[src/rtl/wb_pipe_buf_if.sv]
// wb_pipe_buf_if: bus bundle for the writeback pipeline register.
// Signal names are seen from the buffer's side (_i into the buffer, _o out of it).
//   flush_i                          : drop all buffered entries
//   in_valid_i / in_ready_o          : upstream (memory stage) handshake
//   in_rd_addr_i, in_rd_wr_en_i,
//   in_rd_wr_data_i                  : upstream entry
//   out_valid_o / out_ready_i        : downstream (register-file port) handshake
//   rd_addr_o, rd_wr_en_o,
//   rd_wr_data_o                     : head entry
//   fwd_rs{1,2}_*                    : decode-stage forwarding lookups, present
//                                      only when WB_FWD_EN is defined
// Modports: slave = the buffer, master = the surrounding pipeline.
interface wb_pipe_buf_if #(
  parameter int XLEN = 32,
  parameter int REGN = 5
);
  logic            flush_i;
  logic            in_valid_i;
  logic            in_ready_o;
  logic [REGN-1:0] in_rd_addr_i;
  logic            in_rd_wr_en_i;
  logic [XLEN-1:0] in_rd_wr_data_i;
  logic            out_valid_o;
  logic            out_ready_i;
  logic [REGN-1:0] rd_addr_o;
  logic            rd_wr_en_o;
  logic [XLEN-1:0] rd_wr_data_o;
`ifdef WB_FWD_EN
  logic [REGN-1:0] fwd_rs1_addr_i;
  logic [REGN-1:0] fwd_rs2_addr_i;
  logic            fwd_rs1_hit_o;
  logic            fwd_rs2_hit_o;
  logic [XLEN-1:0] fwd_rs1_data_o;
  logic [XLEN-1:0] fwd_rs2_data_o;
`endif

  modport slave (
    input  flush_i, in_valid_i, in_rd_addr_i, in_rd_wr_en_i, in_rd_wr_data_i, out_ready_i,
`ifdef WB_FWD_EN
    input  fwd_rs1_addr_i, fwd_rs2_addr_i,
    output fwd_rs1_hit_o, fwd_rs2_hit_o, fwd_rs1_data_o, fwd_rs2_data_o,
`endif
    output in_ready_o, out_valid_o, rd_addr_o, rd_wr_en_o, rd_wr_data_o
  );

  modport master (
    output flush_i, in_valid_i, in_rd_addr_i, in_rd_wr_en_i, in_rd_wr_data_i, out_ready_i,
`ifdef WB_FWD_EN
    output fwd_rs1_addr_i, fwd_rs2_addr_i,
    input  fwd_rs1_hit_o, fwd_rs2_hit_o, fwd_rs1_data_o, fwd_rs2_data_o,
`endif
    input  in_ready_o, out_valid_o, rd_addr_o, rd_wr_en_o, rd_wr_data_o
  );
endinterface

[src/rtl/wb_pipe_buf.sv]
// wb_pipe_buf: writeback pipeline register with a two-entry skid buffer.
// Carries rd address / write enable / write data from the memory stage to the
// register-file write port. in_ready_o comes straight from a flop, so there is
// no combinational path from out_ready_i back to the memory stage.
// Ports:
//   clk_i    : clock, rising edge
//   rst_n_i  : synchronous active-low reset
//   bus      : wb_pipe_buf_if.slave (handshakes, entry fields, flush, fwd)
// Optional feature macro: WB_FWD_EN adds combinational forwarding lookups.
module wb_pipe_buf #(
  parameter int XLEN = 32,
  parameter int REGN = 5
) (
  input  logic        clk_i,
  input  logic        rst_n_i,
  wb_pipe_buf_if.slave bus
);
  typedef struct packed {
    logic [REGN-1:0] addr;
    logic            wr_en;
    logic [XLEN-1:0] data;
  } ent_t;

  typedef enum logic [1:0] {EMPTY, ONE, FULL} state_e;

  state_e state_q;
  ent_t   head_q, skid_q, in_e;
  logic   in_ready_q;
  logic   accept, pop;

  // Writes to x0 are neutralised at capture; address and data pass unchanged.
  assign in_e.addr  = bus.in_rd_addr_i;
  assign in_e.wr_en = bus.in_rd_wr_en_i & (|bus.in_rd_addr_i);
  assign in_e.data  = bus.in_rd_wr_data_i;

  assign accept = bus.in_valid_i & in_ready_q;
  assign pop    = (state_q != EMPTY) & bus.out_ready_i;

  always_ff @(posedge clk_i) begin
    if (!rst_n_i) begin
      state_q    <= EMPTY;
      in_ready_q <= 1'b1;
      head_q     <= '0;
      skid_q     <= '0;
    end else if (bus.flush_i) begin
      // Data/address regs hold; only validity and write enables are killed.
      state_q      <= EMPTY;
      in_ready_q   <= 1'b1;
      head_q.wr_en <= 1'b0;
      skid_q.wr_en <= 1'b0;
    end else begin
      case (state_q)
        EMPTY: if (accept) begin
          head_q  <= in_e;
          state_q <= ONE;
        end
        ONE: begin
          if (accept && pop) begin
            head_q <= in_e;
          end else if (accept) begin
            skid_q     <= in_e;
            state_q    <= FULL;
            in_ready_q <= 1'b0;
          end else if (pop) begin
            state_q <= EMPTY;
          end
        end
        FULL: if (pop) begin
          head_q     <= skid_q;
          state_q    <= ONE;
          in_ready_q <= 1'b1;
        end
        default: begin
          state_q    <= EMPTY;
          in_ready_q <= 1'b1;
        end
      endcase
    end
  end

  assign bus.in_ready_o   = in_ready_q;
  assign bus.out_valid_o  = (state_q != EMPTY);
  assign bus.rd_addr_o    = head_q.addr;
  assign bus.rd_wr_en_o   = head_q.wr_en;
  assign bus.rd_wr_data_o = head_q.data;

`ifdef WB_FWD_EN
  logic head_live, skid_live;
  assign head_live = (state_q != EMPTY) & head_q.wr_en;
  assign skid_live = (state_q == FULL)  & skid_q.wr_en;

  // Skid holds the younger entry, so it wins when both match.
  function automatic logic [XLEN:0] lookup(input logic [REGN-1:0] a,
                                           input logic hl, input logic sl,
                                           input ent_t h, input ent_t s);
    logic [XLEN:0] r;
    r = '0;
    if (a != '0) begin
      if (sl && s.addr == a)      r = {1'b1, s.data};
      else if (hl && h.addr == a) r = {1'b1, h.data};
    end
    return r;
  endfunction

  logic [XLEN:0] lk1, lk2;
  assign lk1 = lookup(bus.fwd_rs1_addr_i, head_live, skid_live, head_q, skid_q);
  assign lk2 = lookup(bus.fwd_rs2_addr_i, head_live, skid_live, head_q, skid_q);
  assign bus.fwd_rs1_hit_o  = lk1[XLEN];
  assign bus.fwd_rs1_data_o = lk1[XLEN-1:0];
  assign bus.fwd_rs2_hit_o  = lk2[XLEN];
  assign bus.fwd_rs2_data_o = lk2[XLEN-1:0];
`endif
endmodule

[src/flat_wrapper.sv]
// flat-port wrapper written by rule: the top's interface ports become plain ports
module wb_pipe_buf_flat 
#(
  parameter int XLEN = 32,
  parameter int REGN = 5
)
  (clk_i, rst_n_i, bus_flush_i, bus_in_valid_i, bus_in_rd_addr_i, bus_in_rd_wr_en_i, bus_in_rd_wr_data_i, bus_out_ready_i, bus_in_ready_o, bus_out_valid_o, bus_rd_addr_o, bus_rd_wr_en_o, bus_rd_wr_data_o);
  wb_pipe_buf_if #(.XLEN(XLEN), .REGN(REGN)) bus_i ();
  input  logic clk_i;
  input  logic rst_n_i;
  input wire logic [$bits(bus_i.flush_i)-1:0] bus_flush_i;
  input wire logic [$bits(bus_i.in_valid_i)-1:0] bus_in_valid_i;
  input wire logic [$bits(bus_i.in_rd_addr_i)-1:0] bus_in_rd_addr_i;
  input wire logic [$bits(bus_i.in_rd_wr_en_i)-1:0] bus_in_rd_wr_en_i;
  input wire logic [$bits(bus_i.in_rd_wr_data_i)-1:0] bus_in_rd_wr_data_i;
  input wire logic [$bits(bus_i.out_ready_i)-1:0] bus_out_ready_i;
  output wire logic [$bits(bus_i.in_ready_o)-1:0] bus_in_ready_o;
  output wire logic [$bits(bus_i.out_valid_o)-1:0] bus_out_valid_o;
  output wire logic [$bits(bus_i.rd_addr_o)-1:0] bus_rd_addr_o;
  output wire logic [$bits(bus_i.rd_wr_en_o)-1:0] bus_rd_wr_en_o;
  output wire logic [$bits(bus_i.rd_wr_data_o)-1:0] bus_rd_wr_data_o;
  assign bus_i.flush_i = bus_flush_i;
  assign bus_i.in_valid_i = bus_in_valid_i;
  assign bus_i.in_rd_addr_i = bus_in_rd_addr_i;
  assign bus_i.in_rd_wr_en_i = bus_in_rd_wr_en_i;
  assign bus_i.in_rd_wr_data_i = bus_in_rd_wr_data_i;
  assign bus_i.out_ready_i = bus_out_ready_i;
  assign bus_in_ready_o = bus_i.in_ready_o;
  assign bus_out_valid_o = bus_i.out_valid_o;
  assign bus_rd_addr_o = bus_i.rd_addr_o;
  assign bus_rd_wr_en_o = bus_i.rd_wr_en_o;
  assign bus_rd_wr_data_o = bus_i.rd_wr_data_o;
  wb_pipe_buf #(.XLEN(XLEN), .REGN(REGN)) u_core (.clk_i(clk_i), .rst_n_i(rst_n_i), .bus(bus_i));
endmodule
[config.mk]
export PLATFORM = sky130hd
export DESIGN_NAME = wb_pipe_buf_flat
export DESIGN_NICKNAME = d
export VERILOG_FILES = /design/src/rtl/wb_pipe_buf_if.sv /design/src/rtl/wb_pipe_buf.sv /design/src/flat_wrapper.sv
export SDC_FILE = /design/constraint.sdc
export NUM_CORES = 1
export LEC_CHECK = 0
export CELL_PAD_IN_SITES_DETAIL_PLACEMENT = 0
export CELL_PAD_IN_SITES_GLOBAL_PLACEMENT = 2
export CORE_MARGIN = 1
export CORE_UTILIZATION = 32
export DETAILED_ROUTE_END_ITERATION = 6
export GPL_TIMING_DRIVEN = 0
export MAX_ROUTING_LAYER = met4
export PLACE_DENSITY_LB_ADDON = 0.2
export SYNTH_ARGS = -nofsm -noshare
export SYNTH_HDL_FRONTEND = slang
export SYNTH_SLANG_ARGS = --single-unit
[constraint.sdc]
create_clock -name clk_i -period 3.6 [get_ports clk_i]
set_input_delay 0.54 -clock clk_i [delete_from_list [all_inputs] [get_ports clk_i]]
set_output_delay 0.54 -clock clk_i [all_outputs]
set_load 0.01 [all_outputs]
==> Word level (Yosys, flattened, before mapping) <==
Index checks and enable logic that the tools add are counted.
Widths: inputs -> output; s select.
{ "totals": {"register_bits": 79, "inputBits": 43, "out_inout_bits": 40, "wordCells": 49} }
{ "classes": {"n_eq_ne": 8, "muxes": 14, "bitwise_logic": 7, "n_reduce_logical": 12} }
{ "op_table": {"columns": ["cell", "count"], "rows": [
  ["$mux 38", 3],
  ["$pmux 38 s3", 1],
  ["$reduce_and 4->1", 4],
  ["$mux 2", 5],
  ["$ne 2x1->1 const B", 4],
  ["$pmux 2 s3", 1],
  ["$reduce_and 5->1", 1],
  ["$reduce_or 5->1", 1],
  ["$not 1->1", 4],
  ["$and 1x1->1", 3],
  ["$mux 1", 3],
  ["$ne 3x1->1 const B", 1],
  ["$pmux 1 s3", 1],
  ["$reduce_and 3->1", 1],
  ["$reduce_bool 3->1", 1],
  ["$eq 2x1->1 const B", 1],
  ["$eq 2x2->1 const B", 1],
  ["$logic_not 2->1", 1],
  ["$ne 2x2->1 const B", 1],
  ["$reduce_bool 2->1", 1],
  ["$reduce_or 2->1", 1],
  ["$logic_and 1x1->1", 1]
]} }

==> Logic depth before layout (Yosys ltp) <==
Gate-level depths: netlist (run 1).
{ "logic_depth": {"ltp_word": 6, "ltp_mapped": 8, "depth_no_buf": 4} }

==> Least setup slack after synthesis (run 1) <==
Ideal clock, no wire load.
{ "synth_timing": {"path_kind": "in2reg", "startpoint": "input port bus_out_ready_i", "endpoint": "register u_core.head_q (netlist bit u_core.bus.rd_wr_data_o[30])", "setup_ns": 0.116, "t_arrival_ns": 1.469, "t_required_ns": 3.484, "setup_slack_ns": 2.015, "cell_stages": 6, "path_buffers": 2, "path_cell_list": "and2b_4 > o32ai_2 > buf_4 > buf_6 > nand2_1 > o211a_1"} }
{ "synth_between": {"elab_chain_len": 4, "elab_cells_between_ends": 5, "classes_between": "eq/ne (2); bitwise (1); reduce/logical (2)"} }
{ "synth_lines": {"columns": ["item", "line", "source"], "rows": [
  ["start: declaration", "flat_wrapper.sv:16", "input wire logic [$bits(bus_i.out_ready_i)-1:0] bus_out_ready_i;"],
  ["$and 1x1->1 (*)", "wb_pipe_buf.sv:37", "assign pop = (state_q != EMPTY) & bus.out_ready_i;"],
  ["$logic_and 1x1->1", "wb_pipe_buf.sv:58", "if (accept && pop) begin"],
  ["$ne 2x1->1 (no line)", null, null],
  ["$reduce_and 5->1 (no line) (*)", null, null],
  ["end signal: assignment", "wb_pipe_buf.sv:54", "head_q <= in_e;"],
  ["end signal: assignment", "wb_pipe_buf.sv:59", "head_q <= in_e;"],
  ["end signal: assignment", "wb_pipe_buf.sv:69", "head_q <= skid_q;"],
  ["end: declaration", "wb_pipe_buf.sv:27", "ent_t head_q, skid_q, in_e;"]
]} }
Mark *: on every way between the ends. The rest lies on a longest branch, timed or not.
A chain may end at the register's enable or synchronous reset.

==> Worst setup path in the final report (run 1) <==
{ "layout_timing": {"startpoint": "register u_core.state_q[1]", "endpoint": "output port bus_out_valid_o"} }
{ "layout_between": {"elab_chain_len": 1} }
{ "layout_lines": {"columns": ["item", "line", "source"], "rows": [
  ["start: declaration", "wb_pipe_buf.sv:26", "state_e state_q;"],
  ["start signal: assignment", "wb_pipe_buf.sv:41", "state_q <= EMPTY;"],
  ["start signal: assignment", "wb_pipe_buf.sv:47", "state_q <= EMPTY;"],
  ["start signal: assignment", "wb_pipe_buf.sv:55", "state_q <= ONE;"],
  ["$reduce_bool 2->1", "wb_pipe_buf.sv:82", "assign bus.out_valid_o = (state_q != EMPTY);"],
  ["end: declaration", "flat_wrapper.sv:18", "output wire logic [$bits(bus_i.out_valid_o)-1:0] bus_out_valid_o;"]
]} }
Every way passes these cells.

==> metrics.txt, run 1 <==
nets@finish 496; status finished clean; worst-skew pair later-pin latency 0.35 ns; Via density 4.754; CP Launch Type register; Post-Route WL 8577 um; kind of critical path register to output port; setup violators final 0; Fmax 473.8 MHz; grt total ovfl 0; leading cell type in the layout, fill and taps excluded nand2_1; Critical Path End Type output port; synthesized instance count 360; area grow syn2layout 35.19%; vias in the first global route 2793; Inserted Diodes 0; num rows 37; Post-CTS Setup Inserts 0; Final period util around three fifths; Lkg Pwr 2.274 nW; Setup Skew 0.008858 ns; 1st-iter DRT viols 86; Power Density roughly 410 nW/um^2; Power Total between 1.5 and 2 mW; Global Route Usage Sum 16.47%; MaxCap Viol Count 0; fin crit period 2.110 ns; H-tree lvl count 3; HP Class register to register; antenna violation net count after detailed routing 0; vias after detailed routing 2824; total CTS buffers 9; slew at the pin closest to its max-slew limit 0.5529 ns; port bufs 82; global placer's final weighted congestion 0.7213; flops & latches, synth 79; EDFF count, synth 0; total negative slack 0 ns; CTS Hold Buffers Added 0; first-pass GRT wire length 13980 um; sequential area share after synthesis a little under half; layout cell share with drive strength beyond 1 approximately 8.5%; commonest non-fill, non-tap cells in the layout nand2_1 (114), clkdlybuf4s50_1 (82), dfxtp_1 (79); num ports slightly above 80; Critical Path Start u_core.state_q[1]; Detailed Routing Iterations Pass 1 4; largest net degree at the start of global routing 14; Clock transition at path regs 0.08 ns; CTS resizes 0; initial antenna violation count 0; initial core utilization 33.35%; die area 11280 um^2; Mean Syn Cell Area 9.648 um^2; crit path DAT between 1.5 and 2 ns; Root Driver clkbuf_8; max_slew headroom between 60 and 70%; crit-path max FO 10; synthesized area 3473 um^2; data required time of the critical path 3.06 ns; Routed wire per std cell 14.44 um; CTS tree yes; Fin. Hold Viols 0; hpwl dp 6005 um; syn nets 403; Core Util, Final 45.08%; RSZ-0062 raised after global routing false; die height between 100 and 150 um; r2r setup slk 1.85 ns; async set-reset flop share out of synthesis 0%; RR Startpoint u_core.state_q[1]; total clock sinks 79; Hold Crit Start u_core.skid_q[19]; Distinct cells, synth 31; number of remaining DRC errors 0; chip width between 100 and 150 um; CTS max path bufs 2; Max IR drop VDD 242.7 uV; Synth Warn # 0; Main synth FF type dfxtp_1; Max Slew Vio Count 0; Core Box Area ~10000 um^2
[report_power, final]
group          switching [mW]  internal, mW
Clock                   0.326         0.432
Combinational           0.104         0.148
Sequential             0.0198         0.908
Total                   0.450          1.49
[cell usage after synthesis (all sizes together) (2+ instances only)]
| master | count | share of area [%] |
|---|---|---|
| o211a | 37 | 11 |
| or2 | 2 | 0.36 |
| nand2 | 114 | 12 |
| o21a | 2 | 0.43 |
| dfxtp | 79 | 46 |
| mux2i | 38 | 11 |
| buf | 17 | 4.5 |
| nor2 | 3 | 0.32 |
| nand2b | 3 | 0.54 |
| a21boi | 38 | 8.2 |
| clkbuf | 11 | 1.2 |
| nand3b | 2 | 0.54 |
[registers in the layout, summed over array words and instances, names as in the netlist]
name / flops
u_core.state_q: 2
u_core.bus.rd_addr_o: 5
u_core.skid_q: 38
u_core.bus.rd_wr_data_o: 32
u_core.bus.in_ready_o: 1
u_core.bus.rd_wr_en_o: 1
[cell type report]
cell class | count | area (um^2)
buffer | 28 | 198.9
clock buffer | 12 | 155.1
clock inverter | 4 | 76.32
fill | 1063 | 5720
multi-input combinational | 253 | 1693
sequential | 79 | 1582
tap | 136 | 170.2
timing repair buffer | 82 | 820.8
[routing by layer]
| metal | GRT usage [%] | part of all wire (%) |
|---|---|---|
| met3 | 3.924 | 4.5 |
| met2 | 25.60 | 46 |
| met5 | - | 0 |
| met1 | 21.31 | 49 |
| met4 | 4.563 | 1.1 |
[critical path, stage by stage (launching register included)]
cell             delay [ns]
dfxtp_1                0.30
buf_2                  0.16
or2_2                  0.29
clkdlybuf4s50_1        0.47
[per-stage QoR]
step                instances  instance area, um^2  hold slack (ns)  setup WS (ns)
floorplan                 360                 3473           0.4344          2.015
global placement          578                 4464           0.4393          1.162
detailed placement        578                 4464           0.4456          1.170
CTS                       594                 4696           0.4569          1.468
global route              594                 4696           0.4765          1.387
finish                    594                 4696           0.4538          1.490
[logic make-up after synthesis]
group / share of synthesized area [%]
AO/OA/AOI/OAI: 21.07
XOR/XNOR: 0.2522
AND/OR/NAND/NOR: 16.46
multiplexers: 10.95
flip-flops: 45.53
buffers and inverters: 5.728
[worst paths after layout]
kind,cells after the start,endpoint
setup / recovery,3,bus_out_valid_o
hold / removal,2,u_core.skid_q[19]
hold reg to reg,2,u_core.skid_q[19]
setup reg to reg,6,u_core.skid_q[16]
No activity file was read; power rests on OpenSTA's default activity.
==> inputs of run 2 (changes only) <==
--- a/config.mk
+++ b/config.mk
@@ -8,7 +8,7 @@
 export CELL_PAD_IN_SITES_DETAIL_PLACEMENT = 0
 export CELL_PAD_IN_SITES_GLOBAL_PLACEMENT = 2
 export CORE_MARGIN = 1
-export CORE_UTILIZATION = 32
+export CORE_UTILIZATION = 27
 export DETAILED_ROUTE_END_ITERATION = 6
 export GPL_TIMING_DRIVEN = 0
 export MAX_ROUTING_LAYER = met4
==> constraint.sdc (replaced) <==
create_clock -name clk_i -period 1.83 [get_ports clk_i]
set_input_delay 0.2745 -clock clk_i [delete_from_list [all_inputs] [get_ports clk_i]]
set_output_delay 0.2745 -clock clk_i [all_outputs]
set_load 0.01 [all_outputs]
==> run 2 against run 1 <==
Net effect:
- the run now ends with design-rule violations left
- routed wire length rose by 7.0%
- count of clock-buffer cells in the layout fell by 3
- combinational power rose by 100%
- final cell count rose by 6.4%
- non-clock buffer count rose by 2
- design area rose by 3.6%
- die area rose by 18%
- register-to-register slack got worse by 1.7 ns
- power rose by 120%
- via count rose by 1.2%
- worst hold slack got worse by 0.0018 ns
- largest power group is now the clock network
==> metrics.txt, run 2 (synthesis gave the netlist of run 1 again) <==
status finished, violations left (was finished clean); failing checks design-rule violations; global placer's final weighted congestion 0.7238 (was 0.7213); fillers 1272 (was 1063); Fin. Hold Viols 0 (unchanged); Post-DP Area 4509 um^2 (was 4464 um^2); Largest Register u_core.skid_q (unchanged); Setup Skew 0.006252 ns (was 0.008858 ns); RR Startpoint u_core.state_q[0] (was u_core.state_q[1]); Hold Path Cell Cnt 2 (unchanged); data required time of the critical path 2.06 ns (was 3.06 ns); layout cell share with drive strength beyond 1 9.783% (was 8.515%); slew at the pin closest to its max-slew limit 0.4901 ns (was 0.5529 ns); Final period util 94.43%; setup violators final 0 (unchanged); Routed wire per std cell 14.53 um (was 14.44 um); Inserted Diodes 0 (unchanged); Detailed Routing Iterations Pass 1 6 (was 4); commonest non-fill, non-tap cells in the layout nand2_1 (114), clkdlybuf4s50_1 (81), dfxtp_1 (79) (was nand2_1 (114), clkdlybuf4s50_1 (82), dfxtp_1 (79)); grt total ovfl 0 (unchanged); Fmax 578.7 MHz; Hold Crit Start u_core.skid_q[28] (was u_core.skid_q[19]); initial antenna violation count 0 (unchanged); Via density 4.522 (was 4.754); RR Endpoint u_core.bus.rd_wr_data_o[2] (was u_core.skid_q[16]); number of remaining DRC errors 2 (was 0); dpl cells 614 (was 578); Fin Hold WS 0.4520 ns (was 0.4538 ns); total CTS buffers 9 (unchanged); nets@finish 498 (was 496); MaxCap Viol Count 0 (unchanged); CP Launch Type input port (was register); Layout Cells excl Fill 632 (was 594); worst-skew pair later-pin latency 0.34 ns (was 0.35 ns); cell area after layout 4865 um^2 (was 4696 um^2); Power Density 876.6 nW/um^2 (was 412.5 nW/um^2); initial core utilization 27.64% (was 33.35%); Largest register FFs 38 (unchanged); fin crit period 1.728 ns; chip width 115.4 um (was 106.2 um); Clock transition at path regs 0.06 ns (was 0.08 ns); hpwl dp 6417 um (was 6005 um); vias after detailed routing 2858 (was 2824); port bufs 82 (unchanged); RSZ-0062 raised after global routing false (unchanged); Core Util, Final 38.71% (was 45.08%); largest net degree at the start of global routing 15 (was 14); num rows 41 (was 37); r2r setup slk 0.13 ns (was 1.85 ns); leading cell type in the layout, fill and taps excluded nand2_1 (unchanged); CTS Hold Buffers Added 0 (unchanged); hold path endpoint u_core.skid_q[28] (was u_core.skid_q[19]); Root Driver clkbuf_16 (was clkbuf_8); CTS tree yes (unchanged); max_slew headroom 67.32% (was 63.10%); cells on worst reg2reg path 7 (was 6); die area 13320 um^2 (was 11280 um^2); crit path DAT 1.96 ns (was 1.57 ns); area grow syn2layout 40.06% (was 35.19%); antenna violation net count after detailed routing 0 (unchanged); first-pass GRT wire length 14610 um (was 13980 um); H-tree lvl count 3 (unchanged); total negative slack 0 ns (unchanged); kind of critical path input port to register (was register to output port); Max IR drop VDD 483.2 uV (was 242.7 uV); Core Box Area 12570 um^2 (was 10420 um^2); final worst setup slack 0.1019 ns (was 1.490 ns); CTS max path bufs 2 (unchanged); Lkg Pwr 2.337 nW (was 2.274 nW); vias in the first global route 2825 (was 2793); Max Slew Vio Count 0 (unchanged); die height 115.4 um (was 106.2 um); Global Route Usage Sum 15.14% (was 16.47%); Post-Route WL 9181 um (was 8577 um); Critical Path End Type register (was output port); 1st-iter DRT viols 159 (was 86); HP Class register to register (unchanged); crit-path max FO 10 (unchanged); Power Total 4.265 mW (was 1.937 mW); num ports 83 (unchanged); total clock sinks 79 (unchanged); pre-CTS WS -0.3493 ns (was 1.170 ns)
run 2: cell count changes in the layout (fill, tap and decap cells not counted), sizes merged:
cell | before | now
dlygate4sd2 | 0 | 1
clkinvlp | 1 | 2
clkbuf | 23 | 20
inv | 1 | 0
clkinv | 0 | 3
buf | 17 | 19
clkdlybuf4s50 | 82 | 81
run 2: routing by layer:
layer | wire length [um] | track usage [%]
met5 | 0 | -
met4 | 112 | 5.714
met3 | 325 | 3.138
met2 | 4324 | 24.71
met1 | 4418 | 18.33
run 2: critical path, stage by stage:
cell and delay [ns]:
clkdlybuf4s50_1 0.56, and2b_4 0.24, o32ai_4 0.31, buf_6 0.21, buf_6 0.16, nand2_1 0.08
o211a_1 0.12
run 2: final cells by class:
class	instances	area [um^2]	area share, %
buffer	28	206.4	4.244
clock buffer	9	225.2	4.630
clock inverter	7	97.59	2.006
multi-input combinational	253	1704	35.03
sequential	79	1582	32.51
tap	172	215.2	4.424
timing repair buffer	84	834.6	17.16
run 2: repair_timing:
| item | CTS | global route |
|---|---|---|
| gates resized for setup | 2 | 6 |
| pin swaps | 0 | 1 |
| hold endpoints to repair | 0 | 0 |
| endpoints found under the setup margin | 2 | 58 |
| buffers inserted | 0 | 2 |
run 2: where the power goes:
group / switching (mW) / leakage [nW] / total [mW] / internal, mW
clock network: 0.737 / 0.152 / 1.93 / 1.20
registers: 0.0397 / 0.644 / 1.83 / 1.79
logic: 0.210 / 1.54 / 0.504 / 0.294
total: 0.987 / 2.34 / 4.26 / 3.28
run 2: worst max-delay path by stage:
| stage | startpoint | end | slack (ns) | cells after the start |
|---|---|---|---|---|
| 2_1_floorplan | u_core.bus.in_ready_o | u_core.bus.rd_wr_data_o[30] | 0.35 | 6 |
| 3_3_place_gp | bus_out_ready_i | u_core.bus.rd_wr_data_o[21] | -0.36 | 7 |
| 3_5_place_dp | bus_out_ready_i | u_core.skid_q[17] | -0.35 | 6 |
| 4_1_cts | bus_out_ready_i | u_core.skid_q[22] | 0.003 | 6 |
| 5_1_grt | u_core.state_q[0] | u_core.bus.rd_wr_data_o[2] | 0.02 | 7 |
| 6_report | bus_out_ready_i | u_core.bus.rd_wr_data_o[21] | 0.10 | 7 |
